===== src/rtl/uart_tx_fifo.sv =====
// uart_tx_fifo
// UART transmitter with a small byte FIFO in front of it. Each byte goes out as
// one frame: a start bit, DBIT data bits LSB first, an optional parity bit and
// a stop bit. Every bit lasts CLK_DIV*SB_TICK clk.
//
// Ports:
//   clk       system clock, rising edge
//   reset     asynchronous, active-high
//   tx_data   byte to send, sampled when tx_wr=1
//   tx_wr     one-cycle write strobe into the FIFO
//   tx_full   FIFO full; writes are dropped while high
//   tx_empty  FIFO empty
//   tx_busy   a frame is in progress
//   tx_done   one-cycle pulse in the last clk of every stop bit
//   Tx        serial line, idle high, driven from a register
//
// Build option: define UART_TX_PARITY_EN to insert an even-parity bit between
// the data bits and the stop bit. Without it the framing is 8N1.
//
// state  | meaning
// IDLE   | line high, waiting for a queued byte
// START  | start bit (low)
// DATA   | data bits, LSB first
// PARITY | even parity bit (UART_TX_PARITY_EN builds only)
// STOP   | stop bit (high); the next queued byte follows with no gap

module uart_tx_fifo #(
  parameter int CLK_DIV = 39,
  parameter int SB_TICK = 16,
  parameter int DBIT    = 8,
  parameter int FIFO_AW = 2
) (
  input  logic            clk,
  input  logic            reset,
  input  logic [DBIT-1:0] tx_data,
  input  logic            tx_wr,
  output logic            tx_full,
  output logic            tx_empty,
  output logic            tx_busy,
  output logic            tx_done,
  output logic            Tx
);

  localparam int DW = $clog2(CLK_DIV);
  localparam int SW = $clog2(SB_TICK);
  localparam int NW = $clog2(DBIT);
  localparam logic [DW-1:0] DIV_LAST = DW'(CLK_DIV - 1);
  localparam logic [DW-1:0] DIV_PRE  = DW'(CLK_DIV - 2);
  localparam logic [SW-1:0] S_LAST   = SW'(SB_TICK - 1);
  localparam logic [NW-1:0] N_LAST   = NW'(DBIT - 1);

  typedef enum logic [2:0] {IDLE, START, DATA, PARITY, STOP} state_t;

  state_t              state;
  logic [DW-1:0]       div_cnt;
  logic [SW-1:0]       s_cnt;
  logic [NW-1:0]       n_cnt;
  logic [DBIT-1:0]     shreg;
  logic [DBIT-1:0]     mem [2**FIFO_AW];
  logic [FIFO_AW-1:0]  wr_ptr, rd_ptr;
  logic [DBIT-1:0]     head;
  logic                tick, s_last, wr_en, pop;
`ifdef UART_TX_PARITY_EN
  logic                parity_bit;
`endif

  assign head   = mem[rd_ptr];
  assign tick   = (div_cnt == DIV_LAST);
  assign s_last = (s_cnt == S_LAST);
  assign wr_en  = tx_wr && !tx_full;
  // Pop either to start from idle or to chain straight off the end of a stop bit.
  assign pop    = !tx_empty && ((state == IDLE) || (state == STOP && tick && s_last));

  always_ff @(posedge clk) begin
    if (wr_en) mem[wr_ptr] <= tx_data;
  end

  always_ff @(posedge clk or posedge reset) begin
    if (reset) begin
      wr_ptr   <= '0;
      rd_ptr   <= '0;
      tx_full  <= 1'b0;
      tx_empty <= 1'b1;
    end else begin
      if (wr_en) wr_ptr <= wr_ptr + 1'b1;
      if (pop)   rd_ptr <= rd_ptr + 1'b1;
      case ({wr_en, pop})
        2'b10: begin
          tx_empty <= 1'b0;
          tx_full  <= ((wr_ptr + 1'b1) == rd_ptr);
        end
        2'b01: begin
          tx_full  <= 1'b0;
          tx_empty <= ((rd_ptr + 1'b1) == wr_ptr);
        end
        default: ;
      endcase
    end
  end

  always_ff @(posedge clk or posedge reset) begin
    if (reset) begin
      state   <= IDLE;
      div_cnt <= '0;
      s_cnt   <= '0;
      n_cnt   <= '0;
      shreg   <= '0;
      tx_busy <= 1'b0;
      tx_done <= 1'b0;
      Tx      <= 1'b1;
`ifdef UART_TX_PARITY_EN
      parity_bit <= 1'b0;
`endif
    end else begin
      tx_done <= 1'b0;
      // Divider parked at zero in IDLE so each frame starts phase-aligned.
      if (state == IDLE || tick) div_cnt <= '0;
      else                       div_cnt <= div_cnt + 1'b1;

      case (state)
        IDLE: begin
          Tx <= 1'b1;
          if (pop) begin
            shreg   <= head;
            s_cnt   <= '0;
            state   <= START;
            tx_busy <= 1'b1;
            Tx      <= 1'b0;
`ifdef UART_TX_PARITY_EN
            parity_bit <= ^head;
`endif
          end
        end
        START: begin
          if (tick) begin
            if (s_last) begin
              s_cnt <= '0;
              n_cnt <= '0;
              state <= DATA;
              Tx    <= shreg[0];
            end else begin
              s_cnt <= s_cnt + 1'b1;
            end
          end
        end
        DATA: begin
          if (tick) begin
            if (s_last) begin
              s_cnt <= '0;
              shreg <= shreg >> 1;
              if (n_cnt == N_LAST) begin
`ifdef UART_TX_PARITY_EN
                state <= PARITY;
                Tx    <= parity_bit;
`else
                state <= STOP;
                Tx    <= 1'b1;
`endif
              end else begin
                n_cnt <= n_cnt + 1'b1;
                Tx    <= shreg[1];
              end
            end else begin
              s_cnt <= s_cnt + 1'b1;
            end
          end
        end
`ifdef UART_TX_PARITY_EN
        PARITY: begin
          if (tick) begin
            if (s_last) begin
              s_cnt <= '0;
              state <= STOP;
              Tx    <= 1'b1;
            end else begin
              s_cnt <= s_cnt + 1'b1;
            end
          end
        end
`endif
        STOP: begin
          // Registered pulse: raised one clk early so it lands in the stop bit's last clk.
          if (s_last && div_cnt == DIV_PRE) tx_done <= 1'b1;
          if (tick) begin
            if (s_last) begin
              s_cnt <= '0;
              if (pop) begin
                shreg <= head;
                state <= START;
                Tx    <= 1'b0;
`ifdef UART_TX_PARITY_EN
                parity_bit <= ^head;
`endif
              end else begin
                state   <= IDLE;
                tx_busy <= 1'b0;
                Tx      <= 1'b1;
              end
            end else begin
              s_cnt <= s_cnt + 1'b1;
            end
          end
        end
        default: state <= IDLE;
      endcase
    end
  end

endmodule


===== config.mk =====
export PLATFORM = sky130hd
export DESIGN_NAME = uart_tx_fifo
export DESIGN_NICKNAME = d
export VERILOG_FILES = /design/src/rtl/uart_tx_fifo.sv
export SDC_FILE = /design/constraint.sdc
export NUM_CORES = 1
export LEC_CHECK = 0
export ABC_AREA = 1
export ABC_CLOCK_PERIOD_IN_PS = 3600
export CAP_MARGIN = 40
export CORE_MARGIN = 1.5
export CORE_UTILIZATION = 64
export DETAILED_ROUTE_END_ITERATION = 10
export GPL_ROUTABILITY_DRIVEN = 0
export PLACE_DENSITY_LB_ADDON = 0.15
export SYNTH_ARGS = -nofsm -noshare
export SYNTH_HDL_FRONTEND = slang
export SYNTH_SLANG_ARGS = --single-unit

===== constraint.sdc =====
create_clock -name clk -period 3.6 [get_ports clk]
set_input_delay 0.9 -clock clk [delete_from_list [all_inputs] [get_ports clk]]
set_output_delay 0.9 -clock clk [all_outputs]
set_load 0.02 [all_outputs]

# After elaboration in Yosys (flattened, before gate mapping)
# Memory sizes are Yosys's and may differ from the RTL's.
# Index checks and enable logic that the tools add are counted.
# classes
addsub	5
mul	0
div	0
order_cmp	0
eq_ne	22
n_shift	0
mux	47
bitwise	0
reduce_logical	23
# ops
op	n
$mux 8	5
$mux 3	13
$pmux 8 s3	1
$ne 2x2->1 const B	10
$mux 1	17
$eq 6x6->1 const B	2
$mux 4	3
$pmux 3 s4	1
$reduce_and 5->1	2
$pmux 4 s2	1
$reduce_and 8->1	1
$reduce_bool 2->1	4
$reduce_and 7->1	1
$add 6x1->6 const B	1
$eq 3x3->1 const B	2
$mux 6	1
$pmux 1 s2	3
$pmux 3 s2	1
$reduce_and 6->1	1
$logic_and 1x1->1	5
$add 2x1->2 const B	2
$add 4x1->4 const B	1
$eq 2x2->1	2
$eq 4x4->1 const B	1
other kinds (14)	16
# word_totals
regBits	33
latch_bits	0
ram_bits	32
romBits	0
inputBits	11
output_inout_bits	5
word_cells	110
memories	1
# mem_list
name	words	word_bits	rd	rd_ports_with_merged_regs	wr	line	rtl
mem	4	8	1	0	1	59	logic [DBIT-1:0] mem [2**FIFO_AW];

# Logic depth before layout (Yosys ltp)
# depth
word_depth	9
ltp_mapped	10
ltp_nobuf	10

# Least setup slack after synthesis
# No wires, ideal clock.
# synth_timing
path_kind	input port to flip-flop
start	input tx_wr
end	memory mem[0][0], enable pin
setup_ps	371
t_arrival_ps	1444
required_ps	3229
path_slack_ps	1785
path_stages	2
path_buffers	0
cell_sequence	nand2_1 > nor2_1
# synth_between
elab_chain_len	3
# synth_rtl
item	line	rtl
start, declared	36	input logic tx_wr,
$logic_and 1x1->1	70	assign wr_en = tx_wr && !tx_full;
$mux 1	75	if (wr_en) mem[wr_ptr] <= tx_data;
$mux 1 (implied by the code)	75	
end, declared	59	
# No other way between the ends.

# Final worst setup path
# layout_timing
start	register tx_empty
end	output tx_empty
# layout_rtl
item	line	rtl
start, declared	38	output logic tx_empty,
start signal, assigned	94	tx_empty <= ((rd_ptr + 1'b1) == wr_ptr);
# No word-level cell between the ends.

==> metrics.yaml <==
status:
  status: "completed"
setup_path:
  critPathKind: "flip-flop to output pin"
  r2r-end: "tx_empty"
  critical_path.top_delay_family: "buffers and inverters"
  r2r_slack_ns: 1.61
  cp-end-kind: "output pin"
  path_max_fanout: 3
  critical_path_buf_inv_count: 1
  reg2reg_depth: 10
  critPathLaunchType: "flip-flop"
  crit_chain: "clkdlybuf4s50_1"
  r2r-start: "div_cnt[0]"
  slowest_delay_ns: 0.61
  worstPathArrival_ns: 1.49
  critPathSlowestCell: "clkdlybuf4s50_1"
  required_ns: 2.70
routing:
  drc: 0
  routedWlPerCell_um: 14.1
  routed_wl_mm: 6.35
  drtPass1Iterations: 4
  detail-route-antenna-nets: 0
  vias: 2375
  drt_iter0_markers: 224
  via_per_inst: 5.29
yosys:
  async_flop_share_pct: 50.8
  syn-num-nets: 378
  synth-seq-area-share_pct: 55.0
  synth_cell_types: 34
  synth_area_per_cell_um2: 9.15
  ys_ff_latch: 65
  ys.flop_type: "edfxtp_1"
  synth_enable_flop_cells: 32
  yosysWarnings: 0
  netlist_area_um2: 3260
  postSynthCellCount: 356
timing:
  period_share_pct: 66.5
  hold_ws_ns: 0.468
  grt_setup_unrepaired: "no"
  relSlewSlack_pct: 57.8
  slew_violations: 0
  max_freq_mhz: 418
  skew_ns: 0.00872
  min_period_ns: 2.39
  tightest_slew_ns: 0.631
  tns_ns: 0
  hold_viol: 0
  setup_violations: 0
clock_tree:
  cts_resized: 0
  clkLatencyLatePin_ns: 0.34
  cts.clk_slew.worst_paths_ns: 0.07
  cts.repair_timing.setup_buffer_count: 0
  clock_path_buffers: 2
  numCtsBuffers: 9
  h-tree-depth: 3
  clkSinkCount: 65
  cts_root_buf: "clkbuf_8"
  cts_hold_buf: 0
  cts_tree: "built"
die:
  fp.dieW_um: 74.3
  ios: 16
  rows: 25
  core_area_um2: 4820
  initial_core_util_pct: 67.6
  die_y_um: 74.3
  die-area_um2: 5520
power_and_ir_drop:
  ir_drop_mv: 0.307
  p_per_area_nw_per_um2: 402
  total_power_mw: 1.48
  leakage_nw: 1.70
grt:
  grtUsageTotal_pct: 25.7
  antenna_found_initial: 0
  grt_max_degree: 34
  grt_pass1_vias: 2167
  grt_first_pass_wirelength_mm: 10.1
  grt-ovfl-total: 0
placement:
  dp_hpwl_mm: 4.42
  io_buffers: 15
flow_run:
  cap_viol_max_count: 0
cells_and_area:
  fin_util_pct: 76.4
  nets: 399
  drive_above_1_share_pct: 11.3
  syn_to_final_growth_pct: 13.0
  n_antenna_cell: 0
worst_hold_path:
  min-delay-start: "Tx"
  worstHoldPathType: "flip-flop to flip-flop"
  worstHoldPathCells: 2
  hold-path-endpoint: "Tx"
[registers in the layout, indices dropped and copies added, names as in the netlist]
signal	flops
tx_full	1
mem	32
Tx	1
s_cnt	4
tx_busy	1
div_cnt	6
wr_ptr	2
n_cnt	3
state	3
tx_done	1
shreg	8
tx_empty	1
rd_ptr	2
[kinds of logic (layout without fill, tap and decap cells)]
| group | Yosys count | in the layout | synth area share, % |
|---|---|---|---|
| AOI/OAI and AO/OA | 21 | 21 | 4.27 |
| adders and majority gates | 11 | 11 | 4.23 |
| and+or+nand+nor | 198 | 198 | 27.9 |
| buffers and inverters | 55 | 81 | 7.03 |
| xor gates and xnor gates | 6 | 6 | 1.61 |
| DFF | 65 | 65 | 55.0 |
[per-stage QoR]
| stage | worst slack [ns] | std cells | instance area, µm² |
|---|---|---|---|
| after floorplan | 1.79 | 356 | 3260 |
| after global placement | 1.14 | 432 | 3450 |
| after detailed placement | 1.06 | 433 | 3470 |
| after CTS | 1.19 | 449 | 3680 |
| after global routing | 1.18 | 449 | 3680 |
| final | 1.21 | 449 | 3680 |
[layout make-up]
cell class | count | area, µm²
sequential | 65 | 1790
multi-input combinational | 236 | 1240
fill | 364 | 1140
inverter | 48 | 183
timing repair buffer | 17 | 173
clock buffer | 13 | 149
tap | 67 | 83.8
clock inverter | 3 | 65.1
[cells in the final DEF, fill, tap and decap left out, drive strengths merged, types with 6 or more instances in the layout]
master	n
dfrtp	31
or2	8
clkdlybuf4s50	15
nor2	35
nand2	108
nand3	36
ha	11
inv	47
clkbuf	13
xor2	6
o21ai	14
edfxtp	32
[cell usage after synthesis, types with 5 or more instances]
| library cell | n | area, µm² |
|---|---|---|
| nand2_2 | 5 | 31.3 |
| xor2_1 | 6 | 52.6 |
| ha_1 | 11 | 138 |
| nor2_1 | 33 | 124 |
| o21ai_0 | 11 | 55.1 |
| dfrtp_1 | 31 | 776 |
| nand3_1 | 32 | 160 |
| inv_1 | 44 | 165 |
| nand2_1 | 102 | 383 |
| or2_2 | 8 | 50.1 |
| edfxtp_1 | 32 | 961 |
[routing by layer]
metal	global-route usage, %	share of wire, %
met5	0	0
met3	4.61	4.8
met4	13.5	1.9
met1	36.6	47
met2	38.2	46
[how the worst max path moves through the flow]
| stage | startpoint | endpoint | slack (ns) | cells past startpoint |
|---|---|---|---|---|
| 4_1_cts | tx_empty | tx_empty | 1.19 | 1 |
| 2_1_floorplan | tx_wr | mem[0][0] | 1.79 | 2 |
| 5_1_grt | tx_empty | tx_empty | 1.18 | 1 |
| 6_report | tx_empty | tx_empty | 1.21 | 1 |
| 3_5_place_dp | tx_wr | mem[1][6] | 1.06 | 3 |
| 3_3_place_gp | tx_wr | mem[1][3] | 1.14 | 3 |
[power breakdown]
group	total, mW	leakage (nW)	switching [mW]	internal (mW)
Clock	0.675	0.108	0.266	0.409
Sequential	0.780	0.726	0	0.780
Combinational	0.0242	0.866	0.0138	0.0104
Note: power is estimated with default switching activity, not from simulation.
